### config.mk
export PLATFORM = sky130hd
export DESIGN_NAME = button_debounce
export DESIGN_NICKNAME = d
export VERILOG_FILES = /design/src/rtl/button_pkg.sv /design/src/rtl/button_sync.sv /design/src/rtl/button_debounce.sv
export SDC_FILE = /design/constraint.sdc
export NUM_CORES = 1
export LEC_CHECK = 0
export BUFFER_PORTS_ARGS = -buffer_cell sky130_fd_sc_hd__buf_2
export CAP_MARGIN = 40
export CORE_MARGIN = 5
export CORE_UTILIZATION = 30
export DETAILED_ROUTE_END_ITERATION = 6
export SETUP_SLACK_MARGIN = 0.4
export SLEW_MARGIN = 25
export SYNTH_ARGS = -nofsm -noshare
export SYNTH_HDL_FRONTEND = slang
export SYNTH_HIERARCHICAL = 1
export SYNTH_SLANG_ARGS = --single-unit
### constraint.sdc
create_clock -name clk -period 1.5 [get_ports clk]
set_input_delay 0.3 -clock clk [delete_from_list [all_inputs] [get_ports clk]]
set_output_delay 0.3 -clock clk [all_outputs]
set_load 0.1 [all_outputs]
### src/rtl/button_pkg.sv
// Shared types and default timing constants for the push-button debouncer.
// Defaults assume a 150 MHz system clock.
package button_pkg;

  localparam int unsigned CLK_FREQ_HZ               = 150_000_000;
  // 10 ms of stable samples before a level change is believed
  localparam int unsigned DEFAULT_DEBOUNCE_CYCLES   = CLK_FREQ_HZ / 100;
  // 1 s of continuous hold before a long press is reported
  localparam int unsigned DEFAULT_LONG_PRESS_CYCLES = CLK_FREQ_HZ;

  typedef enum logic [1:0] {
    RELEASED    = 2'd0,
    DEB_PRESS   = 2'd1,
    PRESSED     = 2'd2,
    DEB_RELEASE = 2'd3
  } button_state_t;

endpackage

### src/rtl/button_sync.sv
// Two-flop synchronizer for a single asynchronous level. The reset value is a
// parameter so the flops come out of reset at the "not pressed" pad level.
module button_sync #(
  parameter bit RESET_VALUE = 1'b0
) (
  input  logic clk,
  input  logic reset,
  input  logic d,
  output logic q
);

  logic meta;

  // Shift the raw level through two flops to settle metastability
  always_ff @(posedge clk or posedge reset) begin
    if (reset) begin
      meta <= RESET_VALUE;
      q    <= RESET_VALUE;
    end else begin
      meta <= d;
      q    <= meta;
    end
  end

endmodule

### src/rtl/button_debounce.sv
// Push-button debouncer: synchronizes the raw pad, requires DEBOUNCE_CYCLES
// stable samples to accept a press or release, and emits one-cycle strobes.
// Optional long-press detection is built only when BUTTON_LONG_PRESS_EN is
// defined; otherwise long_press is tied low.
module button_debounce
  import button_pkg::*;
#(
  parameter int unsigned DEBOUNCE_CYCLES   = DEFAULT_DEBOUNCE_CYCLES,
  parameter int unsigned LONG_PRESS_CYCLES = DEFAULT_LONG_PRESS_CYCLES,
  parameter bit          ACTIVE_LOW        = 1'b1
) (
  input  logic clk,
  input  logic reset,
  input  logic button,
  output logic pressed,
  output logic press_pulse,
  output logic release_pulse,
  output logic long_press
);

  localparam int DB_W = $clog2(DEBOUNCE_CYCLES + 1);
  // The counter stops one short of DEBOUNCE_CYCLES: the sample that would
  // complete the count is the one that commits the new level.
  localparam logic [DB_W-1:0] DB_LAST = DB_W'(DEBOUNCE_CYCLES - 1);

  button_state_t   state;
  logic [DB_W-1:0] db_cnt;
  logic            sync_level;
  logic            s;

  button_sync #(
    .RESET_VALUE (ACTIVE_LOW)
  ) u_sync (
    .clk   (clk),
    .reset (reset),
    .d     (button),
    .q     (sync_level)
  );

  assign s = ACTIVE_LOW ? ~sync_level : sync_level;

  // Debounce FSM with registered level and press/release strobes
  always_ff @(posedge clk or posedge reset) begin
    if (reset) begin
      state         <= RELEASED;
      db_cnt        <= '0;
      pressed       <= 1'b0;
      press_pulse   <= 1'b0;
      release_pulse <= 1'b0;
    end else begin
      press_pulse   <= 1'b0;
      release_pulse <= 1'b0;
      case (state)
        RELEASED: begin
          if (s) begin
            state  <= DEB_PRESS;
            db_cnt <= '0;
          end
        end
        DEB_PRESS: begin
          if (!s) begin
            state  <= RELEASED;
            db_cnt <= '0;
          end else if (db_cnt == DB_LAST) begin
            state       <= PRESSED;
            db_cnt      <= '0;
            pressed     <= 1'b1;
            press_pulse <= 1'b1;
          end else begin
            db_cnt <= db_cnt + DB_W'(1);
          end
        end
        PRESSED: begin
          if (!s) begin
            state  <= DEB_RELEASE;
            db_cnt <= '0;
          end
        end
        DEB_RELEASE: begin
          if (s) begin
            state  <= PRESSED;
            db_cnt <= '0;
          end else if (db_cnt == DB_LAST) begin
            state         <= RELEASED;
            db_cnt        <= '0;
            pressed       <= 1'b0;
            release_pulse <= 1'b1;
          end else begin
            db_cnt <= db_cnt + DB_W'(1);
          end
        end
        default: begin
          state  <= RELEASED;
          db_cnt <= '0;
        end
      endcase
    end
  end

`ifdef BUTTON_LONG_PRESS_EN
  localparam int LP_W = $clog2(64'(LONG_PRESS_CYCLES) + 64'd1);
  localparam logic [LP_W-1:0] LP_MAX = LP_W'(LONG_PRESS_CYCLES);
  localparam logic [LP_W-1:0] LP_PRE = LP_W'(LONG_PRESS_CYCLES - 1);

  logic [LP_W-1:0] lp_cnt;
  logic            in_hold;
  logic            release_accept;

  assign in_hold        = (state == PRESSED) || (state == DEB_RELEASE);
  assign release_accept = (state == DEB_RELEASE) && !s && (db_cnt == DB_LAST);

  // Saturating hold-time counter; a release committed on the limit cycle wins
  always_ff @(posedge clk or posedge reset) begin
    if (reset) begin
      lp_cnt     <= '0;
      long_press <= 1'b0;
    end else begin
      long_press <= 1'b0;
      if (!in_hold) begin
        lp_cnt <= '0;
      end else if (lp_cnt != LP_MAX) begin
        lp_cnt <= lp_cnt + LP_W'(1);
        if ((lp_cnt == LP_PRE) && !release_accept) begin
          long_press <= 1'b1;
        end
      end
    end
  end
`else
  assign long_press = 1'b0;
`endif

endmodule

### Word level (Yosys, flattened, before mapping)

Cells that the tools add are included.

* add/subtract/negate cells: 1
* equal/unequal tests: 12
* mux-type cells: 23
* reductions and logical operators: 5

Operators with widths (count)
* 2-to-1 mux 21 bit: 5
* case mux 21 bit (4 select lines): 1
* adder 21 x 1 -> 21 bit, second input constant: 1
* equality test 21 bit, second input constant: 1
* 2-to-1 mux 2 bit: 6
* 2-to-1 mux 1 bit: 9
* inequality test 2 bit, second input constant: 4
* case mux 2 bit (4 select lines): 1
* AND reduction 5 bit: 1
* equality test 2 bit, second input constant: 2
* inequality test 2 x 1 -> 1 bit, second input constant: 2
* AND reduction 4 bit: 1
* inequality test 3 x 2 -> 1 bit, second input constant: 1
* inequality test 3 bit, second input constant: 1
* equality test 2 x 1 -> 1 bit, second input constant: 1
* logical NOT 2 bit: 1
* case mux 1 bit (2 select lines): 1
* AND reduction 2 bit: 1
* nonzero test 2 bit: 1

* flip-flop bits (word level): 28
* bits of input ports: 3
* output and inout bits: 4
* logic and storage cells: 48

### Logic depth before layout (Yosys ltp)

* depth in word-level cells: 4
* mapped depth: 7
* depth with buffers taken out: 6

### By module

The synthesis kept the hierarchy.

Modules (own cells, without submodules)
* button_debounce: instances 1, cells an instance 153, area each 1400.1 sq um, seq. area each 650.6 sq um
* button_sync: instances 1, cells an instance 3, area each 56.3 sq um, seq. area each 52.6 sq um

### Least setup slack after synthesis

Ideal clock, no wire load.

* path kind: register to register
* start: reg db_cnt[10]
* end: reg db_cnt[18]
* library setup time: 0.138 ns
* arrival: 1.504 ns
* data required time: 1.362 ns
* setup slack: -0.142 ns
* cell stages (with the launch flop): 7
* buffers on the path: 1
* clock period less this slack: 1.642 ns
* cell sequence: dfrtp_1 or3_1 nor4_2 a21oi_2 buf_6 a41oi_1 a31oi_1

* word-level cells in the longest chain between the ends: 4
* elaborated cells on any way between the ends: 6
* those cells by class: add/sub (1); eq/ne (1); mux (4)

Ends and longest elaborated chain
* start, declared: RTL line button_debounce.sv:27 `logic [DB_W-1:0] db_cnt;`
* start signal, assigned: RTL line button_debounce.sv:70 `db_cnt <= db_cnt + DB_W'(1);`
* start signal, assigned: RTL line button_debounce.sv:89 `db_cnt <= db_cnt + DB_W'(1);`
* adder 21 x 1 -> 21 bit / equality test 21 bit (equally long branches)
* 2-to-1 mux 21 bit (*): RTL line button_debounce.sv:64, button_debounce.sv:83
* 2-to-1 mux 21 bit (on tied branches): RTL line button_debounce.sv:80, button_debounce.sv:61
* case mux 21 bit (4 select lines) (*): RTL line button_debounce.sv:53 `case (state)`

Mark *: on every way between the ends. The rest lies on a longest branch, timed or not.
A chain may end at the register's enable or synchronous reset.

### Worst setup path after layout

* start: reg db_cnt[12]
* end: reg db_cnt[0]

* word-level cells in the longest chain between the ends: 4
* elaborated cells on any way between the ends: 5
* those cells by class: eq/ne (1); mux (4)

Ends and longest elaborated chain (RTL line)
* equality test 21 bit (*): button_debounce.sv:64, button_debounce.sv:83
* 2-to-1 mux 21 bit (*): button_debounce.sv:64, button_debounce.sv:83
* 2-to-1 mux 21 bit (on tied branches): button_debounce.sv:80, button_debounce.sv:61
* case mux 21 bit (4 select lines) (*): button_debounce.sv:53

Marks and branches as above.

==> impl_metrics.toml <==
[cells_and_area]
nets = 209
drive_above_1_share = 0.422
area_growth_pct = 44.8
fin_util = 0.446
antenna_cells = 0
fillers = 470

[synthesis]
ys_seq_elements = 28
synth-main-ff-cell = "dfrtp_1"
synth_cells = 156
synthArstFlopShare = 1.00
synth-edff-count = 0
syn_nets = 160
ys_warn_count = 6
seq_area_frac_synth = 0.483
synthDistinctLibCells = 36
syn_area_mm2 = 0.00146
avgSynthCellArea_um2 = 9.34

[routing]
wirelength_mm = 3.53
firstDrtPassIters = 4
vias = 1320
drt_iter0_drc = 32
viasPerCell = 4.87
drc = 0
ant_nets = 0
wire_per_inst_um = 13.0

[timing]
finalSetupTns_ps = -2040
hold_viol = 0
slew_violations = 0
skew_ps = 3.65
max_freq_ghz = 0.607
slew_headroom = 0.632
period_share = 1.10
final-setup-viol-count = 22
period_needed_ps = 1650
fin_ws_ps = -146
rsz0062_at_grt = "true"
tightest_slew_ps = 551

[worst_setup_path]
reg2reg_slack_ps = -150
required_ps = 1670
path_class = "register to register"
setup.worst_path.start = "db_cnt[12]"
worst-path-max-fanout = 20
reg2reg_from = "db_cnt[12]"
setup.worst_path.end_class = "register"
arrival_ps = 1820
start_kind = "register"
r2r_end = "db_cnt[0]"
worstRegToRegCells = 5

[die]
io_pins = 7
num_rows = 25
die_y_um = 79.7
design.core.area_mm2 = 0.00472
start_util = 0.308
die_x_um = 79.7
dieArea_mm2 = 0.00635

[power]
power_leakage_uw = 0.000860
p_seq_frac = 0.516
swShare = 0.219
power_frac_comb = 0.083
power.internal_uw = 1170
ir_drop_uv = 360
clkPwrFrac = 0.401
power_density_mw_per_mm2 = 710
power.switching_uw = 328

[global_route]
grt_pass1_vias = 1347
grt_max_degree = 27
grt_pass1_wl_mm = 6.11
grt_use_total = 0.120
antenna_found_initial = 0
overflow = 0

[clock_tree]
cts_tree = "yes"
ctsHtreeMaxLevel = 1
root_buffer = "clkbuf_8"
cts.sinks = 28
numCtsBuffers = 3
clockBufferDepth = 2
clk_latency_ps = 280
clk_pin_slew_ps = 100

[place]
hpwl_mm = 2.30
gp_congestion = 0.776
port_buffers = 5

[outcome]
violations = "setup timing"
status = "complete, but fails checks"

[job]
max_cap_viol_count = 0

[hold_path]
hold_path.class = "primary input to async pin"
==> metrics by stage <==
stage | cells | cell area (µm²) | total power, µW | hold WS (ps) | setup slack (ps)
3_3_place_gp | 264 | 1880 | 900 | 337 | -158
2_1_floorplan | 156 | 1500 | 867 | 212 | -101
5_1_grt | 271 | 2110 | 1560 | 35.2 | -236
3_5_place_dp | 264 | 1880 | 901 | 343 | -181
4_1_cts | 270 | 2050 | 1510 | 31.7 | -159
6_report | 271 | 2110 | 1500 | 34.3 | -146
==> critical path, stage by stage (launching register included) <==
cell and delay, ps:
dfrtp_1 390, or3_4 400, nor4_4 200, a21oi_2 120, buf_12 170, mux2_2 260
==> power groups by stage <==
stage | Combinational (µW) | Clock, µW | Sequential [µW]
after floorplan | 79.0 | 0 | 788
after global placement | 114 | 0 | 786
after detailed placement | 115 | 0 | 786
after CTS | 120 | 622 | 772
after global routing | 138 | 646 | 774
final | 124 | 600 | 772
==> worst max-delay path by stage <==
| stage | end | slack (ps) | cells after the start |
|---|---|---|---|
| final | db_cnt[0] | -150 | 5 |
| after floorplan | db_cnt[0] | -100 | 5 |
| after global routing | db_cnt[9] | -240 | 6 |
| after global placement | db_cnt[18] | -160 | 6 |
| after CTS | db_cnt[0] | -160 | 5 |
| after detailed placement | db_cnt[19] | -180 | 4 |
==> cell type report <==
cell class	count	area, µm²	share of cell area
clock buffers	3	41.3	0.0196
clock inverters	1	30.0	0.0142
inverters	7	26.3	0.0125
multi-input cells	116	807	0.383
flip-flops and latches	28	707	0.335
well taps	67	83.8	0.0398
repair buffers	49	413	0.196
==> state kept, by name, summed over array words and instances (netlist names), named ones only <==
register	flops
u_sync/meta	1
release_pulse	1
db_cnt	21
press_pulse	1
u_sync/q	1
pressed	1
state	1
==> Yosys cell counts, drive strengths merged (3+ instances only) <==
| master | count | area (µm²) |
|---|---|---|
| inv | 7 | 26.3 |
| nor3 | 4 | 25.0 |
| nand2 | 21 | 78.8 |
| a31oi | 12 | 75.1 |
| buf | 4 | 35.0 |
| nand3b | 3 | 22.5 |
| nand3 | 14 | 70.1 |
| xnor2 | 3 | 26.3 |
| mux2i | 4 | 40.0 |
| nand4 | 6 | 37.5 |
| a21oi | 11 | 58.8 |
| dfrtp | 26 | 651 |
| o21ai | 6 | 30.0 |
| nor2 | 9 | 33.8 |
==> layout by cell type (no fill, tap or decap), types with 2 or more instances in the layout <==
cell,synthesis,layout
buf_4,1,43
dfrtp_1,26,23
nand2_1,21,20
nand3_1,14,14
a31oi_1,12,11
inv_1,7,7
a21oi_1,10,7
nand4_1,6,6
nor2_1,9,6
a21oi_2,1,4
mux2i_1,4,4
buf_12,0,4
nand3b_1,3,3
nor2_2,0,3
o21ai_0,5,3
clkbuf_8,0,3
dfrtp_2,0,3
or2_4,0,2
a41oi_2,0,2
a21boi_2,0,2
o21ai_1,1,2
a22o_1,2,2
xnor2_1,3,2
nor3_1,3,2
buf_2,1,2
dfstp_2,2,2
==> cells by family after synthesis <==
group,Yosys count,synth area share
XOR/XNOR,3,0.0180
adder cells (fa/ha/maj),1,0.00859
multiplexers,5,0.0352
buffers and inverters,13,0.0473
AND/OR/NAND/NOR,66,0.235
AO/OA/AOI/OAI,39,0.171
other,1,0.00257
flip-flops,28,0.483
==> layer usage <==
layer	up-vias	wire [µm]	track usage	share of wire
met3	7	42	0.00564	0.012
met5	-	0	0	0
met4	0	69	0.0498	0.020
met2	15	1760	0.206	0.50
met1	632	1670	0.156	0.47
li1	666	-	-	-
==> what timing repair did <==
action / 4_1_cts / 5_1_grt
buffers inserted: 1 / 1
pin swaps: 7 / 1
hold endpoints to repair: 0 / 0
gates cloned: 1 / 0
hold buffers: 0 / 0
endpoints found under the setup margin: 29 / 29
resized for setup: 23 / 11
Power figures use the tool's default switching activity.
